<file path="config.mk">
export PLATFORM = sky130hd
export DESIGN_NAME = mouse_init_sequencer
export DESIGN_NICKNAME = d
export VERILOG_FILES = /design/src/rtl/mouse_pkg.sv /design/src/rtl/mouse_packet_framer.sv /design/src/rtl/mouse_init_sequencer.sv
export SDC_FILE = /design/constraint.sdc
export NUM_CORES = 1
export LEC_CHECK = 0
export CAP_MARGIN = 10
export CELL_PAD_IN_SITES_DETAIL_PLACEMENT = 2
export CELL_PAD_IN_SITES_GLOBAL_PLACEMENT = 2
export CORE_ASPECT_RATIO = 0.8
export CORE_MARGIN = 10
export CORE_UTILIZATION = 41
export DETAILED_ROUTE_END_ITERATION = 10
export PLACE_DENSITY_LB_ADDON = 0.3
export SLEW_MARGIN = 20
export SYNTH_ARGS = -nofsm -noshare
export SYNTH_HDL_FRONTEND = slang
export SYNTH_SLANG_ARGS = --single-unit
</file>
<file path="constraint.sdc">
create_clock -name CLOCK_50 -period 5.1 [get_ports CLOCK_50]
set_input_delay 1.02 -clock CLOCK_50 [delete_from_list [all_inputs] [get_ports CLOCK_50]]
set_output_delay 1.02 -clock CLOCK_50 [all_outputs]
set_load 0.01 [all_outputs]
</file>
<file path="src/rtl/mouse_pkg.sv">
`default_nettype none
// ============================================================================
// Module      : mouse_pkg
// Description : Shared PS/2 mouse command/response codes and the init
//               sequencer state encoding.
// Revision    : 1.0 - initial release
// ============================================================================
package mouse_pkg;

  localparam logic [7:0] CMD_RESET  = 8'hFF;
  localparam logic [7:0] CMD_ENABLE = 8'hF4;
  localparam logic [7:0] RSP_ACK    = 8'hFA;
  localparam logic [7:0] RSP_BAT_OK = 8'hAA;
  localparam logic [7:0] RSP_ID     = 8'h00;

  typedef enum logic [2:0] {
    S_RST_SEND = 3'd0,
    S_RST_ACK  = 3'd1,
    S_BAT      = 3'd2,
    S_ID       = 3'd3,
    S_EN_SEND  = 3'd4,
    S_EN_ACK   = 3'd5,
    S_STREAM   = 3'd6,
    S_FAIL     = 3'd7
  } state_t;

endpackage
`default_nettype wire

</file>
<file path="src/rtl/mouse_packet_framer.sv">
`default_nettype none
// ============================================================================
// Module      : mouse_packet_framer
// Description : Frames streamed mouse bytes into 3-byte packets, using bit 3
//               of the status byte for sync and a gap timer to drop stalls.
// Revision    : 1.0 - initial release
// ============================================================================
module mouse_packet_framer #(
  parameter int GAP_TIMEOUT = 1_000_000
) (
  input  logic       clk,
  input  logic       resetn,
  input  logic       enable,
  input  logic [7:0] data,
  input  logic       data_en,
  output logic       packet_valid,
  output logic [7:0] packet_status,
  output logic [7:0] packet_dx,
  output logic [7:0] packet_dy
);

  localparam int            GW       = (GAP_TIMEOUT > 1) ? $clog2(GAP_TIMEOUT) : 1;
  localparam logic [GW-1:0] GAP_LAST = GW'(GAP_TIMEOUT - 1);

  logic [1:0]    idx;
  logic [7:0]    byte0;
  logic [7:0]    byte1;
  logic [GW-1:0] gap;

  // Byte index, gap timer and packet latches; a byte wins over a gap expiry.
  always_ff @(posedge clk or negedge resetn) begin
    if (!resetn) begin
      idx           <= 2'd0;
      byte0         <= 8'h00;
      byte1         <= 8'h00;
      gap           <= '0;
      packet_valid  <= 1'b0;
      packet_status <= 8'h00;
      packet_dx     <= 8'h00;
      packet_dy     <= 8'h00;
    end else begin
      packet_valid <= 1'b0;
      if (!enable) begin
        idx <= 2'd0;
        gap <= '0;
      end else if (data_en) begin
        gap <= '0;
        case (idx)
          2'd0: begin
            // Status byte always has bit 3 set; anything else is mid-packet.
            if (data[3]) begin
              byte0 <= data;
              idx   <= 2'd1;
            end
          end
          2'd1: begin
            byte1 <= data;
            idx   <= 2'd2;
          end
          default: begin
            packet_status <= byte0;
            packet_dx     <= byte1;
            packet_dy     <= data;
            packet_valid  <= 1'b1;
            idx           <= 2'd0;
          end
        endcase
      end else if (idx != 2'd0) begin
        if (gap == GAP_LAST) begin
          idx <= 2'd0;
          gap <= '0;
        end else begin
          gap <= gap + 1'b1;
        end
      end
    end
  end

endmodule
`default_nettype wire

</file>
<file path="src/rtl/mouse_init_sequencer.sv">
`default_nettype none
// ============================================================================
// Module      : mouse_init_sequencer
// Description : Sends the PS/2 mouse power-on sequence (FF, F4), validates
//               every response, retries on errors, then frames the stream.
// Revision    : 1.0 - initial release
// ============================================================================
module mouse_init_sequencer
  import mouse_pkg::*;
#(
  parameter int RESP_TIMEOUT = 50_000_000,
  parameter int GAP_TIMEOUT  = 1_000_000,
  parameter int MAX_RETRIES  = 3
) (
  input  logic       CLOCK_50,
  input  logic       resetn,
  input  logic [7:0] received_data,
  input  logic       received_data_en,
  input  logic       command_was_sent,
  input  logic       error_communication_timed_out,
  output logic       send_command,
  output logic [7:0] command_to_send,
  output logic       packet_valid,
  output logic [7:0] packet_status,
  output logic [7:0] packet_dx,
  output logic [7:0] packet_dy,
  output logic       streaming,
  output logic       init_error,
  output logic [1:0] retry_count
);

  localparam logic [25:0] RESP_LIMIT  = 26'(RESP_TIMEOUT);
  localparam logic [1:0]  RETRY_LIMIT = 2'(MAX_RETRIES);

  state_t      state;
  state_t      next_state;
  logic [1:0]  retry_next;
  logic [25:0] timer;
  logic        wait_st;
  logic        fail_evt;
  logic [7:0]  expected;
  state_t      success_state;

  // State, retry counter and registered outputs derived from the next state.
  always_ff @(posedge CLOCK_50 or negedge resetn) begin
    if (!resetn) begin
      state           <= S_RST_SEND;
      retry_count     <= 2'd0;
      send_command    <= 1'b0;
      command_to_send <= 8'h00;
      streaming       <= 1'b0;
      init_error      <= 1'b0;
    end else begin
      state       <= next_state;
      retry_count <= retry_next;
      // Request drops for one cycle after any handshake, even on a retry.
      send_command <= ((next_state == S_RST_SEND) || (next_state == S_EN_SEND))
                      && !command_was_sent && !error_communication_timed_out;
      if (next_state == S_RST_SEND) begin
        command_to_send <= CMD_RESET;
      end else if (next_state == S_EN_SEND) begin
        command_to_send <= CMD_ENABLE;
      end
      streaming  <= (next_state == S_STREAM);
      init_error <= (next_state == S_FAIL);
    end
  end

  // Response timer: runs only in wait states, restarts on entry, saturates.
  always_ff @(posedge CLOCK_50 or negedge resetn) begin
    if (!resetn) begin
      timer <= 26'd0;
    end else if (!wait_st || (next_state != state)) begin
      timer <= 26'd0;
    end else if (timer != RESP_LIMIT) begin
      timer <= timer + 26'd1;
    end
  end

  // Next-state logic: response checking, handshakes and retry decisions.
  always_comb begin
    next_state    = state;
    retry_next    = retry_count;
    fail_evt      = 1'b0;
    wait_st       = 1'b0;
    expected      = RSP_ACK;
    success_state = state;
    case (state)
      S_RST_ACK: begin wait_st = 1'b1; expected = RSP_ACK;    success_state = S_BAT;     end
      S_BAT:     begin wait_st = 1'b1; expected = RSP_BAT_OK; success_state = S_ID;      end
      S_ID:      begin wait_st = 1'b1; expected = RSP_ID;     success_state = S_EN_SEND; end
      S_EN_ACK:  begin wait_st = 1'b1; expected = RSP_ACK;    success_state = S_STREAM;  end
      default:   ;
    endcase

    case (state)
      S_RST_SEND: begin
        if (command_was_sent)                   next_state = S_RST_ACK;
        else if (error_communication_timed_out) fail_evt   = 1'b1;
      end
      S_EN_SEND: begin
        if (command_was_sent)                   next_state = S_EN_ACK;
        else if (error_communication_timed_out) fail_evt   = 1'b1;
      end
      S_RST_ACK, S_BAT, S_ID, S_EN_ACK: begin
        // A byte in the same cycle as the timeout takes precedence.
        if (received_data_en) begin
          if (received_data == expected) next_state = success_state;
          else                           fail_evt   = 1'b1;
        end else if (timer == RESP_LIMIT) begin
          fail_evt = 1'b1;
        end
      end
      default: ;
    endcase

    if (fail_evt) begin
      if (retry_count == RETRY_LIMIT) begin
        next_state = S_FAIL;
      end else begin
        retry_next = retry_count + 2'd1;
        next_state = S_RST_SEND;
      end
    end
  end

  mouse_packet_framer #(
    .GAP_TIMEOUT (GAP_TIMEOUT)
  ) u_framer (
    .clk           (CLOCK_50),
    .resetn        (resetn),
    .enable        (streaming),
    .data          (received_data),
    .data_en       (received_data_en),
    .packet_valid  (packet_valid),
    .packet_status (packet_status),
    .packet_dx     (packet_dx),
    .packet_dy     (packet_dy)
  );

endmodule
`default_nettype wire

</file>
==> results of run 1 <==
stage by stage:
stage	instance area, sq um	util, %	setup slack [ns]	hold slack (ns)
floorplan	4865	-	2.122	0.4305
global placement	5435	47.01	1.342	0.4480
detailed placement	5435	47.01	1.098	0.4599
CTS	5764	49.86	1.426	0.4782
global route	5764	49.86	1.206	0.5044
finish	5764	49.86	1.442	0.4727
flip-flops by register name, summed over array words and instances (netlist names), 3 cells and up:
register / flops
u_framer.packet_dy: 8
u_framer.byte1: 8
timer: 26
state: 3
u_framer.gap: 20
u_framer.byte0: 8
u_framer.packet_status: 8
u_framer.packet_dx: 8
power groups by stage:
stage / clock network [W] / registers (W) / logic, W
global placement: 0 / 0.000936 / 0.000536
global route: 0.000816 / 0.000943 / 0.000622
finish: 0.000761 / 0.000932 / 0.000566
CTS: 0.000784 / 0.000931 / 0.000574
detailed placement: 0 / 0.000943 / 0.000560
floorplan: 0 / 0.000904 / 0.000453
logic make-up after synthesis:
group / Yosys count / share of synthesized area (%)
compound gates: 35 / 5.659
xor+xnor: 40 / 7.202
fa+ha+maj: 4 / 1.029
buf+inv: 32 / 3.935
flops: 99 / 50.93
mux: 45 / 10.39
simple gates: 171 / 20.86
metal layers:
metal / part of all wire (%) / vias up / global-route usage, %
met2: 51 / 43 / 28.69
met1: 44 / 1842 / 20.09
met4: 1.3 / 0 / 4.719
met3: 3.1 / 14 / 3.952
li1: - / 1593 / -
met5: 0 / - / 0
synth_stat cells (2+ instances only):
master	count
dfrtp_1	99
mux2_2	40
nor2_1	34
nand3_1	23
nand2_1	22
xnor2_1	21
nor3_2	20
xor2_1	19
nor3_1	13
and3_1	11
inv_1	11
clkbuf_1	8
nand4_1	8
o21ai_0	8
and4_1	7
buf_4	7
nor4b_1	7
buf_6	6
a21oi_1	4
a31oi_1	4
ha_1	4
mux2i_1	4
nor2b_1	4
nor4_1	4
o31ai_1	4
nand2b_1	3
or2_2	3
a31o_2	2
and2_1	2
nand3b_1	2
nand4b_1	2
o21a_1	2
or3_1	2
worst min path at each step:
stage                                        startpoint  slack (ns)  cells after the start                            end
after detailed placement  u_framer.byte0[3]$_DFFE_PN0P_        0.46                      1  u_framer.byte0[3]$_DFFE_PN0P_
after global placement    u_framer.byte0[3]$_DFFE_PN0P_        0.45                      1  u_framer.byte0[3]$_DFFE_PN0P_
after floorplan           u_framer.byte0[3]$_DFFE_PN0P_        0.43                      1  u_framer.byte0[3]$_DFFE_PN0P_
after CTS                 u_framer.byte0[3]$_DFFE_PN0P_        0.48                      1  u_framer.byte0[3]$_DFFE_PN0P_
final                     u_framer.byte0[3]$_DFFE_PN0P_        0.47                      1  u_framer.byte0[3]$_DFFE_PN0P_
after global routing      u_framer.byte0[3]$_DFFE_PN0P_        0.50                      1  u_framer.byte0[3]$_DFFE_PN0P_
cells in the final DEF (no fill, tap or decap), drive strengths merged, types with 4 or more instances in the layout:
cell / Yosys / routed
a21oi: 4 / 4
a31oi: 4 / 4
and3: 11 / 11
and4: 7 / 7
buf: 13 / 6
clkbuf: 8 / 9
clkdlybuf4s50: 0 / 49
dfrtp: 99 / 99
ha: 4 / 4
inv: 11 / 15
mux2: 41 / 41
mux2i: 4 / 4
nand2: 22 / 22
nand2b: 4 / 4
nand3: 23 / 23
nand4: 8 / 8
nor2: 34 / 34
nor2b: 4 / 4
nor3: 33 / 33
nor4: 4 / 4
nor4b: 7 / 7
o21ai: 9 / 9
o31ai: 5 / 5
or2: 4 / 4
xnor2: 21 / 21
xor2: 19 / 19
cell type report:
| type | count | area (sq um) | area share, % |
|---|---|---|---|
| clock buffers | 9 | 225.2 | 3.907 |
| inverters | 11 | 41.29 | 0.7163 |
| flip-flops and latches | 99 | 2477 | 42.98 |
| clock inverters | 7 | 103.9 | 1.802 |
| multi-input cells | 295 | 2196 | 38.09 |
| well taps | 148 | 185.2 | 3.213 |
| repair buffers | 55 | 535.5 | 9.290 |
==> results by group, run 1 <==
STA
  – Final hold violation count: 0
  – Rel. slew slack: approximately 33%
  – Part of the cycle the worst path needs: 71.73%
  – Final critical path time including I/O delays and setup: between 3 and 4 ns
  – Clock Skews: roughly 0.0064 ns
  – Setup repair after global routing missed its margin: false
  – Final Setup Violations: 0
  – Setup tns final: 0 ns
  – FMAX: 273.4 MHz
  – Pins over their slew limit: 0
  – Measured slew at the worst slew-check pin: 1.007 ns

Logic synthesis
  – Number of cells produced by synthesis: ~430
  – Syn Std Cell Area: 4865 sq um
  – Average footprint of a synthesized cell: 11.42 sq um
  – Mapped Nets: about 440
  – Fraction of registers with async set or reset after synthesis: 100.0%
  – Dominant cell type by area after synthesis: dfrtp_1
  – Yosys warning total: 0
  – Unique masters post-synth: 49
  – #FFs+latches synth: 99
  – Largest cells by area after synthesis: dfrtp_1 (51%), mux2_2 (9.3%), nor3_2 (4.1%)
  – Share of Yosys cell area claimed by the top area cell type: 50.93%
  – Top flip-flop cell by instance count after synthesis: dfrtp_1
  – Post-synth EDFFs: 0
  – Portion of the post-synthesis area used by sequential elements: 50.93%

Detailed routing
  – Wire length after detailed routing: 13.35 mm
  – Antenna viol nets, final: 0
  – Drt wl/cell: 21.40 um
  – Via count: between 3000 and 4000
  – Vias per Instance: 5.596
  – Residual DRC count: 0
  – First-pass DRT Iterations: 4
  – First DRT Iteration DRCs: 147

Flow run
  – Max capacitance violation total: 0

Clock tree
  – Clock Latency Late Sink: 0.35 ns
  – CTS Sinks: 99
  – CTS max path bufs: 2
  – Number of cells upsized or downsized after cts: 0
  – Clock tree from TritonCTS: built
  – Hold_buf cts: 0
  – Clock slew at reported path FFs: 0.07 ns
  – Clk Tree Root Cell: clkbuf_16
  – Setup Buffers After CTS: 0
  – Number of levels the H-tree was split into: 3
  – Number of buffers inserted during clock tree synthesis: 9

Final layout
  – Antenna diode instance count: 0
  – Number of fillers in the final layout: around 1200
  – Final cell count without fillers: about 620
  – Growth of design area from synthesis to finish: 18.49%
  – Count of nets after finishing: 488
  – Fraction of layout instances using a drive strength above 1: 19.54%

Global route
  – Via count of the first global-routing pass: 4144
  – Wire length of the first global-routing pass: 22.60 mm
  – Largest net degree at the start of global routing: 58
  – Total Routing Usage GR: 16.66%
  – Antenna violations before repair: 0
  – Total overflow reported by the global router: 0

Placed design
  – Dpl hpwl: 9.120 mm
  – Weighted congestion at the end of routability-driven global placement: 0.7963
  – Number of port buffers: 50
  – Cells after DPL: 608

Pwr
  – Power density cells: slightly below 400 nW/um^2
  – Internal power: between 0.001 and 0.0015 W
  – Sequential share of power: 41.2%
  – Sw Share: 34.15%
  – Switch Pwr: 0.0007714 W
  – IR Drop Worst-Case VDD: 195.0 uV
  – Proportion of power drawn by combinational gates: 25.1%
  – Total Power Consumption: ~0.0023 W
  – Static leakage: 2.442 nW
  – Clock share of power: between 30% and 40%

Setup path
  – Req. time, crit path: 5.35 ns
  – Delay of the slowest cell on the worst path: 0.53 ns
  – Sort of element at the end of the critical path: flop
  – Register-to-register path setup slack: 1.92 ns
  – Crit path buffers/inverters: 1
  – Library cell contributing the largest single delay on the critical path: nor4_1
  – Worst Path Arrival: 3.91 ns
  – Critical Path Source: received_data[3]
  – Highest fanout seen on the critical path: 26
  – Reg-to-Reg End: timer[15]$_DFFE_PN0P_
  – Termination of the worst setup path: timer[12]$_DFFE_PN0P_
  – Critical path, cell by cell: clkdlybuf4s50_1 > nor4_1 > mux2i_1 > or3_1 > a221oi_4 > o21ai_4 > nor3_1
  – Worst Setup Start Kind: input port
  – Total number of cells along the worst setup path: 7
  – Kind of cell with the highest combined delay on the critical path: simple AND/OR/NAND/NOR gates
  – Launch instance of the worst register-to-register path: timer[6]$_DFFE_PN0P_
  – Number of cells traversed by the worst register-to-register path: 6
  – Setup Crit Path Kind: input port to flop

Floorplan
  – Die height: 117.4 um
  – Core region area: 11560 sq um
  – Number of top-level design ports: 51
  – Total number of placement rows: 35
  – Starting density of the core: 42.08%
  – Die Outline Area: 16650 sq um
  – Die width: 141.8 um

Min path
  – Min-delay worst type: flop to flop

Outcome
  – Status: complete, no violations
Power figures use the tool's default switching activity.
==> run 2: changes to the inputs <==
--- a/config.mk
+++ b/config.mk
@@ -10,7 +10,7 @@
 export CELL_PAD_IN_SITES_GLOBAL_PLACEMENT = 2
 export CORE_ASPECT_RATIO = 0.8
 export CORE_MARGIN = 10
-export CORE_UTILIZATION = 41
+export CORE_UTILIZATION = 34
 export DETAILED_ROUTE_END_ITERATION = 10
 export PLACE_DENSITY_LB_ADDON = 0.3
 export SLEW_MARGIN = 20
==> constraint.sdc (replaced) <==
create_clock -name CLOCK_50 -period 3.3 [get_ports CLOCK_50]
set_input_delay 0.66 -clock CLOCK_50 [delete_from_list [all_inputs] [get_ports CLOCK_50]]
set_output_delay 0.66 -clock CLOCK_50 [all_outputs]
set_load 0.01 [all_outputs]
==> results by group, run 2 (same netlist as run 1, synthesis figures left out) <==
Outcome
  – Status: complete, no violations (unchanged)

Final layout
  – Count of nets after finishing: 500 (was 488)
  – Multi-input gate area in the final layout: 2211 sq um (was 2196 sq um)
  – Antenna diode instance count: 0 (unchanged)
  – Leading registers by flop count: timer x26, u_framer.gap x20 (unchanged)
  – Growth of design area from synthesis to finish: 21.55% (was 18.49%)
  – Fraction of layout instances using a drive strength above 1: 21.72% (was 19.54%)
  – Number of fillers in the final layout: 1477 (was 1153)
  – Largest register by flop count: timer (unchanged)
  – Most frequent standard cell in the layout excluding fill and tap cells: dfrtp_1 (unchanged)
  – Register Area: 2477 sq um (unchanged)
  – Commonest non-fill, non-tap cells in the layout: dfrtp_1 (99), clkdlybuf4s50_1 (49), mux2_2 (40), nor2_1 (34), nand3_1 (23) (unchanged)
  – Fin util: 41.79% (was 49.86%)
  – Final cell count without fillers: 672 (was 624)
  – Final Instance Area: 5913 sq um (was 5764 sq um)
  – Max reg flops: 26 (unchanged)

Pwr
  – Clock share of power: 31.4% (was 33.7%)
  – Static leakage: 2.495 nW (was 2.442 nW)
  – Internal power: 0.002289 W (was 0.001487 W)
  – IR Drop Worst-Case VDD: 288.3 uV (was 195.0 uV)
  – Sequential share of power: 40.7% (was 41.2%)
  – Total Power Consumption: 0.003536 W (was 0.002259 W)
  – Power density cells: 598.0 nW/um^2 (was 391.8 nW/um^2)
  – Switch Pwr: 0.001247 W (was 0.0007714 W)
  – Sw Share: 35.26% (was 34.15%)
  – Proportion of power drawn by combinational gates: 27.9% (was 25.1%)

Min path
  – Min-delay worst type: input port to async pin (was flop to flop)

Clock tree
  – Clock Latency Late Sink: 0.36 ns (was 0.35 ns)
  – CTS Sinks: 99 (unchanged)
  – CTS max path bufs: 2 (unchanged)
  – Clock tree from TritonCTS: built (unchanged)
  – Number of buffers inserted during clock tree synthesis: 9 (unchanged)
  – Clock slew at reported path FFs: 0.07 ns (about the same)
  – Number of levels the H-tree was split into: 3 (unchanged)
  – Clk Tree Root Cell: clkbuf_16 (unchanged)
  – Setup Buffers After CTS: 0 (unchanged)

Placed design
  – Cells after DPL: 655 (was 608)
  – Dpl hpwl: 8.958 mm (was 9.120 mm)
  – DP Area: 5588 sq um (was 5435 sq um)
  – Weighted congestion at the end of routability-driven global placement: 0.8014 (was 0.7963)
  – Number of port buffers: 50 (unchanged)

Setup path
  – Req. time, crit path: 3.50 ns (was 5.35 ns)
  – Worst Setup Start Kind: input port (unchanged)
  – Delay of the slowest cell on the worst path: 0.83 ns (was 0.53 ns)
  – Worst Path Arrival: 3.37 ns (was 3.91 ns)
  – Library cell contributing the largest single delay on the critical path: o21ai_2 (was nor4_1)
  – Highest fanout seen on the critical path: 13 (was 26)
  – Sort of element at the end of the critical path: flop (unchanged)
  – Setup Crit Path Kind: input port to flop (unchanged)
  – Critical path, cell by cell: clkdlybuf4s50_1 > nor4_1 > buf_4 > mux2i_1 > o311a_1 > a21o_1 > o21ai_2 > nor3_2 (was clkdlybuf4s50_1 > nor4_1 > mux2i_1 > or3_1 > a221oi_4 > o21ai_4 > nor3_1)

Global route
  – Via count of the first global-routing pass: 3918 (was 4144)
  – Antenna violations before repair: 0 (unchanged)
  – Total Routing Usage GR: 13.51% (was 16.66%)
  – Total overflow reported by the global router: 0 (unchanged)
  – Largest net degree at the start of global routing: 55 (was 58)
  – Wire length of the first global-routing pass: 21.71 mm (was 22.60 mm)

Floorplan
  – Number of top-level design ports: 51 (unchanged)
  – Die height: 127.0 um (was 117.4 um)
  – Die width: 153.7 um (was 141.8 um)
  – Starting density of the core: 34.38% (was 42.08%)
  – Total number of placement rows: 39 (was 35)
  – Die Outline Area: 19520 sq um (was 16650 sq um)
  – Core region area: 14150 sq um (was 11560 sq um)

STA
  – FMAX: 315.4 MHz
  – Pins over their slew limit: 0 (unchanged)
  – Worst Hold Slack: 0.3524 ns (was 0.4727 ns)
  – Measured slew at the worst slew-check pin: 1.036 ns (was 1.007 ns)
  – Clock Skews: 0.005203 ns (was 0.006413 ns)
  – Final Setup Violations: 0 (unchanged)
  – Part of the cycle the worst path needs: a little over nine tenths
  – Setup repair after global routing missed its margin: true (was false)
  – Rel. slew slack: 30.92% (was 32.62%)
  – Final hold violation count: 0 (unchanged)
  – Final critical path time including I/O delays and setup: 3.171 ns

Detailed routing
  – First-pass DRT Iterations: 4 (unchanged)
  – Via count: 3491 (was 3492)
  – Wire length after detailed routing: 13.07 mm (was 13.35 mm)
  – Antenna viol nets, final: 0 (unchanged)
  – Vias per Instance: 5.195 (was 5.596)
  – Residual DRC count: 0 (unchanged)
  – First DRT Iteration DRCs: 117 (was 147)
  – Drt wl/cell: 19.45 um (was 21.40 um)

Flow run
  – Max capacitance violation total: 0 (unchanged)
[run 2: area by class of cell]
cell class	count	share of cell area, %
multi-input combinational	296	37.39
timing repair buffer	66	10.88
inverter	11	0.6983
sequential	99	41.90
clock inverter	7	1.439
tap	184	3.893
clock buffer	9	3.809
[run 2: path summary, 6_finish.rpt]
kind	from	endpoint	slack, ns	depth (start not counted)
max in group asynchronous	resetn	u_framer.gap[19]$_DFFE_PN0P_	2.25	2
worst min register to register	u_framer.byte0[3]$_DFFE_PN0P_	u_framer.byte0[3]$_DFFE_PN0P_	0.46	1
min in group CLOCK_50	u_framer.byte0[3]$_DFFE_PN0P_	u_framer.byte0[3]$_DFFE_PN0P_	0.46	1
worst max register to register	timer[2]$_DFFE_PN0P_	timer[9]$_DFFE_PN0P_	0.24	6
worst min-delay path	resetn	u_framer.gap[0]$_DFFE_PN0P_	0.35	1
worst max-delay path	received_data[1]	timer[9]$_DFFE_PN0P_	0.13	8
[run 2: metrics by stage]
step	setup TNS, ns	setup WS, ns
finish	0	0.1290
global route	-0.003685	-0.003055
CTS	0	0.1766
detailed placement	-1.060	-0.1241
global placement	-0.001847	-0.0007572
floorplan	0	0.6823
[run 2: worst max-delay path: cells and delay by family]
kind,cells,cell delay [ns]
and+or+nand+nor,2,0.48
buffers and inverters,2,0.70
AOI/OAI and AO/OA,3,1.42
muxes,1,0.11
[run 2: power by group through the flow]
stage,clock network [W],logic [W],registers (W)
after floorplan,0,0.000699,0.00140
after global placement,0,0.000906,0.00145
after detailed placement,0,0.000939,0.00146
after CTS,0.00115,0.000955,0.00144
after global routing,0.00121,0.00108,0.00146
final,0.00111,0.000985,0.00144
[run 2: routing by layer]
metal  vias up  share of wire [%]  GRT usage [%]
met5         -                  0              0
met4         0                1.2          3.439
met3        10                4.1          4.091
met2        48                 48          22.00
met1      1809                 47          17.19
li1       1624                  -              -
[run 2: repair_timing]
action,CTS,global route
endpoints found under the setup margin,0,5
hold endpoints to repair,0,0
hold buffers,0,0
gates resized for setup,0,1
==> run 3: changes to the inputs <==
--- a/config.mk
+++ b/config.mk
@@ -8,7 +8,6 @@
 export CAP_MARGIN = 10
 export CELL_PAD_IN_SITES_DETAIL_PLACEMENT = 2
 export CELL_PAD_IN_SITES_GLOBAL_PLACEMENT = 2
-export CORE_ASPECT_RATIO = 0.8
 export CORE_MARGIN = 10
 export CORE_UTILIZATION = 34
 export DETAILED_ROUTE_END_ITERATION = 10
==> results by group, run 3 (same netlist as run 1, synthesis figures left out) <==
Final layout
  – Growth of design area from synthesis to finish: 21.30% (was 21.55%)
  – Antenna diode instance count: 0 (unchanged)
  – Most frequent standard cell in the layout excluding fill and tap cells: dfrtp_1 (unchanged)
  – Count of nets after finishing: 502 (was 500)
  – Largest register by flop count: timer (unchanged)
  – Leading registers by flop count: timer x26, u_framer.gap x20 (unchanged)
  – Number of fillers in the final layout: 1425 (was 1477)
  – Fraction of layout instances using a drive strength above 1: 21.63% (was 21.72%)
  – Max reg flops: 26 (unchanged)
  – Commonest non-fill, non-tap cells in the layout: dfrtp_1 (99), clkdlybuf4s50_1 (49), mux2_2 (40), nor2_1 (34), nand3_1 (23) (unchanged)

Pwr
  – Sequential share of power: 40.9% (was 40.7%)
  – Internal power: 0.002275 W (was 0.002289 W)
  – Power density cells: 582.7 nW/um^2 (was 598.0 nW/um^2)
  – Clock share of power: 30.7% (was 31.4%)
  – Proportion of power drawn by combinational gates: 28.4% (was 27.9%)
  – Switch Pwr: 0.001163 W (was 0.001247 W)
  – Sw Share: 33.83% (was 35.26%)
  – Total Power Consumption: 0.003438 W (was 0.003536 W)
  – IR Drop Worst-Case VDD: 265.2 uV (was 288.3 uV)
  – Static leakage: 2.500 nW (was 2.495 nW)

Setup path
  – Worst Path Arrival: 3.38 ns (was 3.37 ns)
  – Critical path, cell by cell: clkdlybuf4s50_1 > nor4_1 > buf_4 > mux2i_1 > or3_1 > a31oi_1 > o21ai_2 > nor3_2 (was clkdlybuf4s50_1 > nor4_1 > buf_4 > mux2i_1 > o311a_1 > a21o_1 > o21ai_2 > nor3_2)
  – Worst Setup Start Kind: input port (unchanged)
  – Setup Crit Path Kind: input port to flop (unchanged)
  – Req. time, crit path: 3.57 ns (was 3.50 ns)
  – Crit path buffers/inverters: 2 (unchanged)
  – Library cell contributing the largest single delay on the critical path: a31oi_1 (was o21ai_2)
  – Delay of the slowest cell on the worst path: 0.52 ns (was 0.83 ns)
  – Highest fanout seen on the critical path: 13 (unchanged)
  – Sort of element at the end of the critical path: flop (unchanged)
  – Kind of cell with the highest combined delay on the critical path: simple AND/OR/NAND/NOR gates (was compound AO/OA/AOI/OAI gates)

Clock tree
  – Number of levels the H-tree was split into: 3 (unchanged)
  – Clock slew at reported path FFs: 0.07 ns (about the same)
  – CTS max path bufs: 2 (unchanged)
  – CTS Sinks: 99 (unchanged)
  – Number of buffers inserted during clock tree synthesis: 9 (unchanged)
  – Clock tree from TritonCTS: built (unchanged)
  – Hold_buf cts: 0 (unchanged)
  – Clock Latency Late Sink: 0.35 ns (was 0.36 ns)
  – Clk Tree Root Cell: clkbuf_16 (unchanged)

STA
  – Final critical path time including I/O delays and setup: 3.106 ns (was 3.171 ns)
  – Worst Hold Slack: 0.3212 ns (was 0.3524 ns)
  – Final hold violation count: 0 (unchanged)
  – Rel. slew slack: 39.81% (was 30.92%)
  – Part of the cycle the worst path needs: 94.13% (was 96.09%)
  – Setup repair after global routing missed its margin: false (was true)
  – Final Setup Violations: 0 (unchanged)
  – Pins over their slew limit: 0 (unchanged)
  – Measured slew at the worst slew-check pin: 0.9028 ns (was 1.036 ns)
  – FMAX: 321.9 MHz (was 315.4 MHz)
  – Final worst-path setup slack: 0.1938 ns (was 0.1290 ns)
  – Clock Skews: 0.004963 ns (was 0.005203 ns)

Outcome
  – Status: complete, no violations (unchanged)

Placed design
  – Weighted congestion at the end of routability-driven global placement: 0.7521 (was 0.8014)
  – Dpl hpwl: 8.858 mm (was 8.958 mm)
  – Number of port buffers: 50 (unchanged)
  – Pre-CTS worst setup slack: -0.07612 ns (was -0.1241 ns)

Min path
  – Min-delay worst type: input port to async pin (unchanged)

Detailed routing
  – Wire length after detailed routing: 12.44 mm (was 13.07 mm)
  – Drt wl/cell: 18.57 um (was 19.45 um)
  – Antenna viol nets, final: 0 (unchanged)
  – First-pass DRT Iterations: 4 (unchanged)
  – First DRT Iteration DRCs: 143 (was 117)
  – Residual DRC count: 0 (unchanged)
  – Via count: 3478 (was 3491)
  – Vias per Instance: 5.191 (was 5.195)

Global route
  – Via count of the first global-routing pass: 4020 (was 3918)
  – Wire length of the first global-routing pass: 21.22 mm (was 21.71 mm)
  – Largest net degree at the start of global routing: 53 (was 55)
  – Total overflow reported by the global router: 0 (unchanged)
  – Total Routing Usage GR: 13.13% (was 13.51%)
  – Antenna violations before repair: 0 (unchanged)

Floorplan
  – Starting density of the core: 34.91% (was 34.38%)
  – Die height: 139.6 um (was 127.0 um)
  – Die Outline Area: 19490 sq um (was 19520 sq um)
  – Number of top-level design ports: 51 (unchanged)
  – Die width: 139.6 um (was 153.7 um)
  – Total number of placement rows: 43 (was 39)
  – Core region area: 13930 sq um (was 14150 sq um)

Flow run
  – Max capacitance violation total: 0 (unchanged)
==> run 3: per-stage QoR <==
stage	util, %	setup TNS, ns	cell area, sq um	instances
2_1_floorplan	-	0	4865	426
3_3_place_gp	40.17	0	5598	653
3_5_place_dp	40.17	-0.9072	5598	653
4_1_cts	42.28	0	5892	669
5_1_grt	42.35	0	5901	670
6_report	42.35	0	5901	670
==> run 3: area by class of cell <==
class	instances	area [sq um]	area share [%]
flip-flops and latches	99	2477	41.98
multi-input cells	296	2205	37.36
repair buffers	68	658.1	11.15
clock buffers	10	229.0	3.880
well taps	180	225.2	3.817
clock inverters	6	65.06	1.103
inverters	11	41.29	0.6997
==> run 3: worst paths after layout <==
| path | from | to | slack, ns | depth (start not counted) |
|---|---|---|---|---|
| worst min register to register | u_framer.byte0[3]$_DFFE_PN0P_ | u_framer.byte0[3]$_DFFE_PN0P_ | 0.46 | 1 |
| worst max register to register | timer[2]$_DFFE_PN0P_ | timer[18]$_DFFE_PN0P_ | 0.39 | 6 |
| min in group CLOCK_50 | u_framer.byte0[3]$_DFFE_PN0P_ | u_framer.byte0[3]$_DFFE_PN0P_ | 0.46 | 1 |
| worst min-delay path | resetn | u_framer.packet_dx[1]$_DFFE_PN0P_ | 0.32 | 1 |
| max in group asynchronous | resetn | retry_count[1]$_DFFE_PN0P_ | 2.27 | 2 |
| worst max-delay path | received_data[3] | timer[6]$_DFFE_PN0P_ | 0.19 | 8 |
==> run 3: routing by layer <==
metal	global-route usage, %	vias to the layer above	wire (um)
met4	4.837	0	201
met3	2.960	14	316
met5	0	-	0
met1	14.92	1810	5297
li1	-	1625	-
met2	23.45	29	6627
==> run 3: power groups by stage <==
stage	logic, W	clock network (W)	registers (W)
after global routing	0.00108	0.00115	0.00142
after CTS	0.000960	0.00110	0.00141
after floorplan	0.000699	0	0.00140
after global placement	0.000926	0	0.00142
after detailed placement	0.000954	0	0.00143
final	0.000976	0.00106	0.00141
==> run 3: timing repair <==
action                                  CTS  global route
gates resized for setup                   0             0
endpoints found under the setup margin    0             5
setup buffers                             0             0
